===== src/rtl/latency_pop_stream_pkg.sv =====
// Shared constants for latency_pop_stream and its return buffer.
// Build option LATENCY_POP_STREAM_DBG_EN sizes the debug pop counter from here.
package latency_pop_stream_pkg;

    localparam int unsigned MAX_READ_DATA_LATENCY = 4;
    localparam int unsigned DBG_COUNT_WIDTH       = 32;

    typedef logic [DBG_COUNT_WIDTH-1:0] dbg_count_t;

endpackage


===== src/rtl/pop_return_buf.sv =====
// Circular return buffer: WIDTH x DEPTH, written at the tail, read at the head.
// Storage is cleared on reset so the head reads zero when empty after reset.
module pop_return_buf #(
    parameter int unsigned WIDTH = 8,
    parameter int unsigned DEPTH = 3
) (
    input  logic                       clk,
    input  logic                       rst,
    input  logic                       write,
    input  logic [WIDTH-1:0]           write_data,
    input  logic                       read,
    output logic [WIDTH-1:0]           head,
    output logic [$clog2(DEPTH+1)-1:0] occupancy
);

    localparam int unsigned PTR_W = (DEPTH > 1) ? $clog2(DEPTH) : 1;
    localparam int unsigned OCC_W = $clog2(DEPTH + 1);

    logic [WIDTH-1:0] mem [DEPTH];
    logic [PTR_W-1:0] wr_ptr;
    logic [PTR_W-1:0] rd_ptr;

    // Depth is generally not a power of two, so wrap explicitly.
    function automatic logic [PTR_W-1:0] wrap_inc(input logic [PTR_W-1:0] p);
        return (p == PTR_W'(DEPTH - 1)) ? '0 : p + PTR_W'(1);
    endfunction

    always_ff @(posedge clk or negedge rst) begin
        if (!rst) begin
            for (int unsigned i = 0; i < DEPTH; i++) begin
                mem[i] <= '0;
            end
            wr_ptr    <= '0;
            rd_ptr    <= '0;
            occupancy <= '0;
        end else begin
            if (write) begin
                mem[wr_ptr] <= write_data;
                wr_ptr      <= wrap_inc(wr_ptr);
            end
            if (read) begin
                rd_ptr <= wrap_inc(rd_ptr);
            end
            if (write && !read) begin
                occupancy <= occupancy + OCC_W'(1);
            end else if (!write && read) begin
                occupancy <= occupancy - OCC_W'(1);
            end
        end
    end

    assign head = mem[rd_ptr];

endmodule


===== src/rtl/latency_pop_stream.sv =====
// Converts a fixed-read-latency FIFO pop interface into a valid/ready stream.
// Define LATENCY_POP_STREAM_DBG_EN to add the dbg_pop_count output.
module latency_pop_stream
    import latency_pop_stream_pkg::*;
#(
    parameter int unsigned WIDTH             = 8,
    parameter int unsigned READ_DATA_LATENCY = 2
) (
    input  logic                       clk,
    input  logic                       rst,
    input  logic                       may_pop,
    output logic                       pop,
    input  logic [WIDTH-1:0]           pop_data,
    output logic                       out_valid,
    input  logic                       out_ready,
    output logic [WIDTH-1:0]           out_data
`ifdef LATENCY_POP_STREAM_DBG_EN
    ,
    output logic [DBG_COUNT_WIDTH-1:0] dbg_pop_count
`endif
);

    localparam int unsigned BUF_DEPTH = READ_DATA_LATENCY + 1;
    localparam int unsigned CNT_W     = $clog2(BUF_DEPTH + 1);

    logic [READ_DATA_LATENCY-1:0] inflight;
    logic [CNT_W-1:0]             count;
    logic [CNT_W-1:0]             count_next;
    logic [CNT_W-1:0]             occupancy;
    logic                         xfer;
    logic                         arrive;

    assign xfer   = out_valid && out_ready;
    assign arrive = inflight[READ_DATA_LATENCY-1];

    // Credits cover buffered plus in-flight words, so an arrival always finds room.
    always_comb begin
        pop        = rst && may_pop && ((count < CNT_W'(BUF_DEPTH)) || xfer);
        count_next = count + CNT_W'(pop) - CNT_W'(xfer);
    end

    always_ff @(posedge clk or negedge rst) begin
        if (!rst) begin
            count    <= '0;
            inflight <= '0;
        end else begin
            count       <= count_next;
            inflight[0] <= pop;
            for (int unsigned i = 1; i < READ_DATA_LATENCY; i++) begin
                inflight[i] <= inflight[i-1];
            end
        end
    end

    pop_return_buf #(
        .WIDTH (WIDTH),
        .DEPTH (BUF_DEPTH)
    ) u_buf (
        .clk        (clk),
        .rst        (rst),
        .write      (arrive),
        .write_data (pop_data),
        .read       (xfer),
        .head       (out_data),
        .occupancy  (occupancy)
    );

    assign out_valid = (occupancy != '0);

`ifdef LATENCY_POP_STREAM_DBG_EN
    always_ff @(posedge clk or negedge rst) begin
        if (!rst) begin
            dbg_pop_count <= '0;
        end else if (pop) begin
            dbg_pop_count <= dbg_pop_count + DBG_COUNT_WIDTH'(1);
        end
    end
`endif

endmodule

===== config.mk =====
export PLATFORM = sky130hd
export DESIGN_NAME = latency_pop_stream
export DESIGN_NICKNAME = d
export VERILOG_FILES = /design/src/rtl/latency_pop_stream_pkg.sv /design/src/rtl/pop_return_buf.sv /design/src/rtl/latency_pop_stream.sv
export SDC_FILE = /design/constraint.sdc
export NUM_CORES = 1
export LEC_CHECK = 0
export BUFFER_PORTS_ARGS = -buffer_cell sky130_fd_sc_hd__buf_2
export CAP_MARGIN = 10
export CORE_MARGIN = 8
export CORE_UTILIZATION = 40
export DETAILED_ROUTE_END_ITERATION = 6
export MAX_ROUTING_LAYER = met4
export SKIP_LAST_GASP = 1
export SLEW_MARGIN = 20
export SYNTH_ARGS = -nofsm -noshare
export SYNTH_HDL_FRONTEND = slang
export SYNTH_SLANG_ARGS = --single-unit
export TNS_END_PERCENT = 10

===== constraint.sdc =====
create_clock -name clk -period 5.07 [get_ports clk]
set_clock_uncertainty 0.15 [all_clocks]
set_input_delay 0.2535 -clock clk [delete_from_list [all_inputs] [get_ports clk]]
set_output_delay 0.2535 -clock clk [all_outputs]
set_load 0.01 [all_outputs]

==> impl_metrics.json, run 1 <==
{
  "worstHoldPathType": "input port to register",
  "synth_compound_area_share_pct": 5.13,
  "cap_violations": 0,
  "ys_types": 24,
  "syn_nets": 130,
  "numCtsBuffers": 5,
  "grt_start_max_net_pins": 36,
  "power.total_mw": 1.15,
  "stdcell_count": 189,
  "rr_endpoint": "count[1]",
  "rows": 22,
  "dp_hpwl_um": 1910,
  "antenna_cells": 0,
  "period_share_pct": 46.2,
  "worst-path-max-fanout": 35,
  "clkLatencyLatePin_ns": 0.29,
  "fin_hold_ws_ns": 0.0551,
  "reg2reg_from": "u_buf.occupancy[0]",
  "worst_pin_slew_ns": 0.794,
  "synth-xor-area-share_pct": 2.94,
  "cts_root_buf": "clkbuf_8",
  "setup_tns_ns": 0,
  "core_area_um2": 3610,
  "ys_top_cells_by_area": "dfrtp_1, mux2_2, mux2i_1",
  "synthFlopType": "dfrtp_1",
  "synth_most_common_cell": "dfrtp_1",
  "chipWidth_um": 77.0,
  "synth_top_area_cell": "dfrtp_1",
  "grtUsageTotal_pct": 10.5,
  "slowest_stage": "buf_2",
  "power.density_nw_per_um2": 656,
  "synth_cells": 115,
  "h-tree-depth": 2,
  "yosysWarnings": 0,
  "grt-ovfl-total": 0,
  "pre_cts_ws_ns": 3.08,
  "criticalPathCategory": "input port to primary output",
  "drt_iter0_markers": 55,
  "fmax_mhz": 427,
  "fin_crit_ns": 2.34,
  "finalHoldViolations": 0,
  "synth_edf_count": 0,
  "fin_util_pct": 48.5,
  "synth.yosys.seq_area_share_pct": 57.2,
  "via_count": 923,
  "cp_top_family": "buffers and inverters",
  "maxSlewViolCount": 0,
  "ctsResizeCount": 0,
  "cp.arrival_ns": 1.94,
  "wl_um": 2770,
  "synth_top_area_share_pct": 57.2,
  "antenna_left": 0,
  "post_cts_buffers": 0,
  "crit_cells": 5,
  "final_layout_size_suffix_gt1_share_pct": 39.0,
  "status": "complete, no violations",
  "cts_tree": "built",
  "boundaryPins": 22,
  "rrSetupSlack_ns": 3.11,
  "cp-start-kind": "input port",
  "syn_area_per_cell_um2": 12.9,
  "synthArstFlopShare_pct": 100,
  "viasPerCell": 4.88,
  "path_buf_inv": 3,
  "design_area_um2": 1750,
  "cp-startpoint": "rst",
  "place_area_um2": 1630,
  "ir_drop_mv": 0.232,
  "endpoint_kind": "primary output",
  "setup_ws_ns": 2.73,
  "setup_viol": 0,
  "start_util_pct": 41.3,
  "nNetsFinal": 155,
  "critPathCapture": "pop",
  "yosys.area_share.simple_pct": 5.80,
  "dpl.cell_count": 180,
  "grt_pass1_wl_um": 4820,
  "drc_errors": 0,
  "path_clk_slew_ns": 0.07,
  "clockBufferDepth": 2,
  "synth.area.mux_share_pct": 23.5,
  "antenna_found_initial": 0,
  "ys_top_cells_by_count": "dfrtp_1, mux2_2, nand2_1, o21ai_0, mux2i_1",
  "cpPeakStageDelay_ns": 0.60,
  "required_ns": 4.67,
  "dr.pass1.iters": 4,
  "rsz0062_at_grt": "false",
  "cts_sinks": 34,
  "area_growth_pct": 17.5,
  "slew_headroom_pct": 46.8,
  "reg2reg_depth": 7,
  "grt_pass1_vias": 980,
  "p_leak_nw": 0.811,
  "synth_adder_area_share_pct": 2.52,
  "synth_top_family_by_area": "multiplexers",
  "portBuffers": 21,
  "cts_hold_buf": 1,
  "place_congestion": 0.745,
  "die_h_um": 77.0,
  "wl_per_cell_um": 14.7,
  "cp_cell_sequence": "dlygate4sd3_1, buf_2, nand2_1, a31oi_1, buf_2",
  "ys_ff_latch": 34,
  "die-area_um2": 5930,
  "synth_area_um2": 1490,
  "crit_path_frequent_cell": "buf_2"
}
-- cell type report --
class	instances	area [um2]
Clock buffer	5	68.8
Timing Repair Buffer	22	115
Clock inverter	3	40.0
Sequential cell	34	851
Tap cell	48	60.1
Inverter	5	18.8
Fill cell	333	1860
Multi-Input combinational cell	72	594
-- cells by family (layout without fill, tap and decap cells) --
group,count (synthesis),after routing
AO/OA/AOI/OAI,14,14
buffers and inverters,9,35
multiplexers,32,32
flip-flops,34,34
AND/OR/NAND/NOR,18,18
adder cells (fa/ha/maj),3,3
XOR/XNOR,5,5
-- worst min-delay path, cell delays in order --
cell,delay (ns)
buf_2,0.10
nand2_1,0.04
a31oi_1,0.06
-- placed cells by master (no fill, tap or decap), drive strengths merged --
master,count
dfrtp,34
mux2,24
buf,21
o21ai,11
nand2,10
mux2i,8
inv,5
clkbuf,5
xnor2,3
ha,3
a21o,2
xor2,2
clkinv,2
nor3,2
a31oi,1
or2,1
nor2b,1
or3,1
nand2b,1
nand3,1
nor2,1
bufinv,1
dlygate4sd3,1
-- flip-flops by register name, summed over array words and instances (netlist names) --
register / flops
inflight: 2
u_buf.rd_ptr: 2
count: 2
u_buf.occupancy: 2
u_buf.mem: 24
u_buf.wr_ptr: 2
-- report_power, final --
part / internal, mW / leakage (nW) / switching [mW]
logic: 0.218 / 0.349 / 0.180
registers: 0.405 / 0.405 / 0.102
clock network: 0.145 / 0.0579 / 0.0972
-- worst min-delay path by stage --
stage,depth (start not counted),end,slack (ns),startpoint
final,3,inflight[0],0.06,may_pop
after global routing,2,u_buf.mem[3],0.07,pop_data[3]
after global placement,0,inflight[1],0.19,inflight[0]
after floorplan,0,count[0],-0.19,rst
after detailed placement,0,inflight[1],0.20,inflight[0]
after CTS,3,inflight[0],0.05,may_pop
-- per-layer routing --
metal  routed length (um)  up-vias  global-route usage (%)
met1                 1260      455                    11.9
li1                     -      447                       -
met3                  135        5                    4.55
met5                    0        -                       -
met4                   38        0                    3.96
met2                 1340       16                    16.1
No activity file was read; power rests on OpenSTA's default activity.
==> run 2, diff against run 1 <==
clock period = 1.95 ns   (was 5.07 ns; I/O delays follow)
==> run 2 against run 1 <==
  * Worst setup slack worse by 2.5 ns
  * Wire length up 5.4%
  * Clock-buffer cell count up 1
  * Design area up 6.9%
  * Via count up 5.0%
  * Critical path type is now register to register
  * First-iteration DRC count down 3.6%
==> impl_metrics.json, run 2 (same netlist as run 1, synthesis figures left out) <==
{
  "fmax_mhz": 574,
  "portBuffers": 21,
  "wl_um": 2930,
  "cts_sinks": 34,
  "die-area_um2": 5930,
  "area_growth_pct": 25.7,
  "cts_tree": "built",
  "worst_pin_slew_ns": 0.516,
  "grtUsageMet2_pct": 17.5,
  "grt_util_met3_pct": 3.15,
  "nNetsFinal": 170,
  "clkLatencyLatePin_ns": 0.28,
  "top_usage_layer": "met2",
  "boundaryPins": 22,
  "core_area_um2": 3610,
  "chipWidth_um": 77.0,
  "final_layout_size_suffix_gt1_share_pct": 39.1,
  "grtUsageTotal_pct": 11.0,
  "stdcell_count": 204,
  "clockBufferDepth": 2,
  "endpoint_kind": "register",
  "post_cts_buffers": 0,
  "grt_pass1_vias": 1066,
  "cap_violations": 0,
  "cp.arrival_ns": 1.79,
  "dr.pass1.iters": 3,
  "place_area_um2": 1670,
  "ir_drop_mv": 0.619,
  "antenna_left": 0,
  "min_from": "out_ready",
  "slew_headroom_pct": 65.5,
  "fin_util_pct": 51.8,
  "cp_cell_sequence": "o21ai_1, inv_1, ha_1, inv_1, ha_1, xnor2_1, xnor2_1",
  "use_met1_pct": 12.5,
  "status": "complete, no violations",
  "antenna_cells": 0,
  "grt-ovfl-total": 0,
  "layout_common_cells": "dfrtp_1, mux2_2, buf_2",
  "worstHoldPathType": "input port to register",
  "wl_per_cell_um": 14.3,
  "via_count": 969,
  "required_ns": 2.00,
  "h-tree-depth": 2,
  "start_util_pct": 41.3,
  "drc_errors": 0,
  "fin_crit_ns": 1.74,
  "grt_start_max_net_pins": 35,
  "period_share_pct": 89.3,
  "setup_ws_ns": 0.208,
  "cts_root_buf": "clkbuf_8",
  "worst-path-max-fanout": 4,
  "dp_hpwl_um": 2040,
  "place_congestion": 0.728,
  "viasPerCell": 4.75,
  "path_clk_slew_ns": 0.07,
  "pre_cts_ws_ns": 0.217,
  "power.density_nw_per_um2": 1590,
  "antenna_found_initial": 0,
  "layout_commonest_cell": "dfrtp_1",
  "numCtsBuffers": 5,
  "slowest_stage": "dfrtp_1",
  "reg2reg_from": "u_buf.occupancy[0]",
  "setup_viol": 0,
  "criticalPathCategory": "register to register",
  "rsz0062_at_grt": "false",
  "dpl.cell_count": 186,
  "cp-startpoint": "u_buf.occupancy[0]",
  "rows": 22,
  "grt_pass1_wl_um": 5030,
  "p_leak_nw": 0.868,
  "largest_reg_flops": 24,
  "maxSlewViolCount": 0,
  "drt_iter0_markers": 53,
  "setup_tns_ns": 0,
  "cp-start-kind": "register",
  "regMostFlops": "u_buf.mem",
  "die_h_um": 77.0,
  "cpPeakStageDelay_ns": 0.43,
  "design_area_um2": 1870,
  "finalHoldViolations": 0
}
## run 2: critical path: cells and delay by family, from the launching register on
| family | cells | cell delay (ns) |
|---|---|---|
| AOI/OAI and AO/OA | 1 | 0.21 |
| xor gates and xnor gates | 2 | 0.32 |
| DFF | 1 | 0.43 |
| adders and majority gates | 2 | 0.45 |
| buffers and inverters | 2 | 0.11 |
## run 2: final cells by class
| type | count | area (um2) |
|---|---|---|
| fillers | 319 | 1740 |
| flip-flops and latches | 34 | 851 |
| inverters | 5 | 18.8 |
| multi-input cells | 72 | 594 |
| clock buffers | 6 | 82.6 |
| well taps | 48 | 60.1 |
| repair buffers | 37 | 250 |
| clock inverters | 2 | 12.5 |
## run 2: power breakdown
group	total, mW	leakage (nW)	switching [mW]	internal, mW
Sequential	1.24	0.405	0.189	1.05
Combinational	1.19	0.417	0.562	0.631
Clock	0.535	0.0472	0.251	0.283
Total	2.97	0.868	1.00	1.97
## run 2: final timing paths
| kind | end | slack [ns] | depth (start not counted) |
|---|---|---|---|
| setup reg to reg | count[1] | 0.21 | 7 |
| min in group asynchronous | u_buf.mem[13] | 0.26 | 3 |
| hold reg to reg | inflight[1] | 0.22 | 0 |
| hold / removal | count[1] | 0.14 | 5 |
| max in group asynchronous | inflight[1] | 1.09 | 3 |
| setup / recovery | count[1] | 0.21 | 7 |
## run 2: per-layer routing
| metal | part of all wire [%] | up-vias |
|---|---|---|
| met5 | 0 | - |
| met4 | 1.4 | 0 |
| met3 | 4.5 | 4 |
| met2 | 50 | 16 |
| met1 | 44 | 473 |
| li1 | - | 476 |
## run 2: through the flow
stage                     power [mW]  hold slack (ns)
after floorplan                 2.02           -0.348
final                           2.97            0.143
after global routing            3.20            0.173
after detailed placement        2.46           0.0262
after global placement          2.39           0.0225
after CTS                       3.01            0.139
## run 2: what timing repair did
item / 4_1_cts / 5_1_grt
hold buffers: 10 / 0
gates resized for setup: 0 / 0
endpoints found under the setup margin: 0 / 0
hold endpoints to repair: 59 / 0
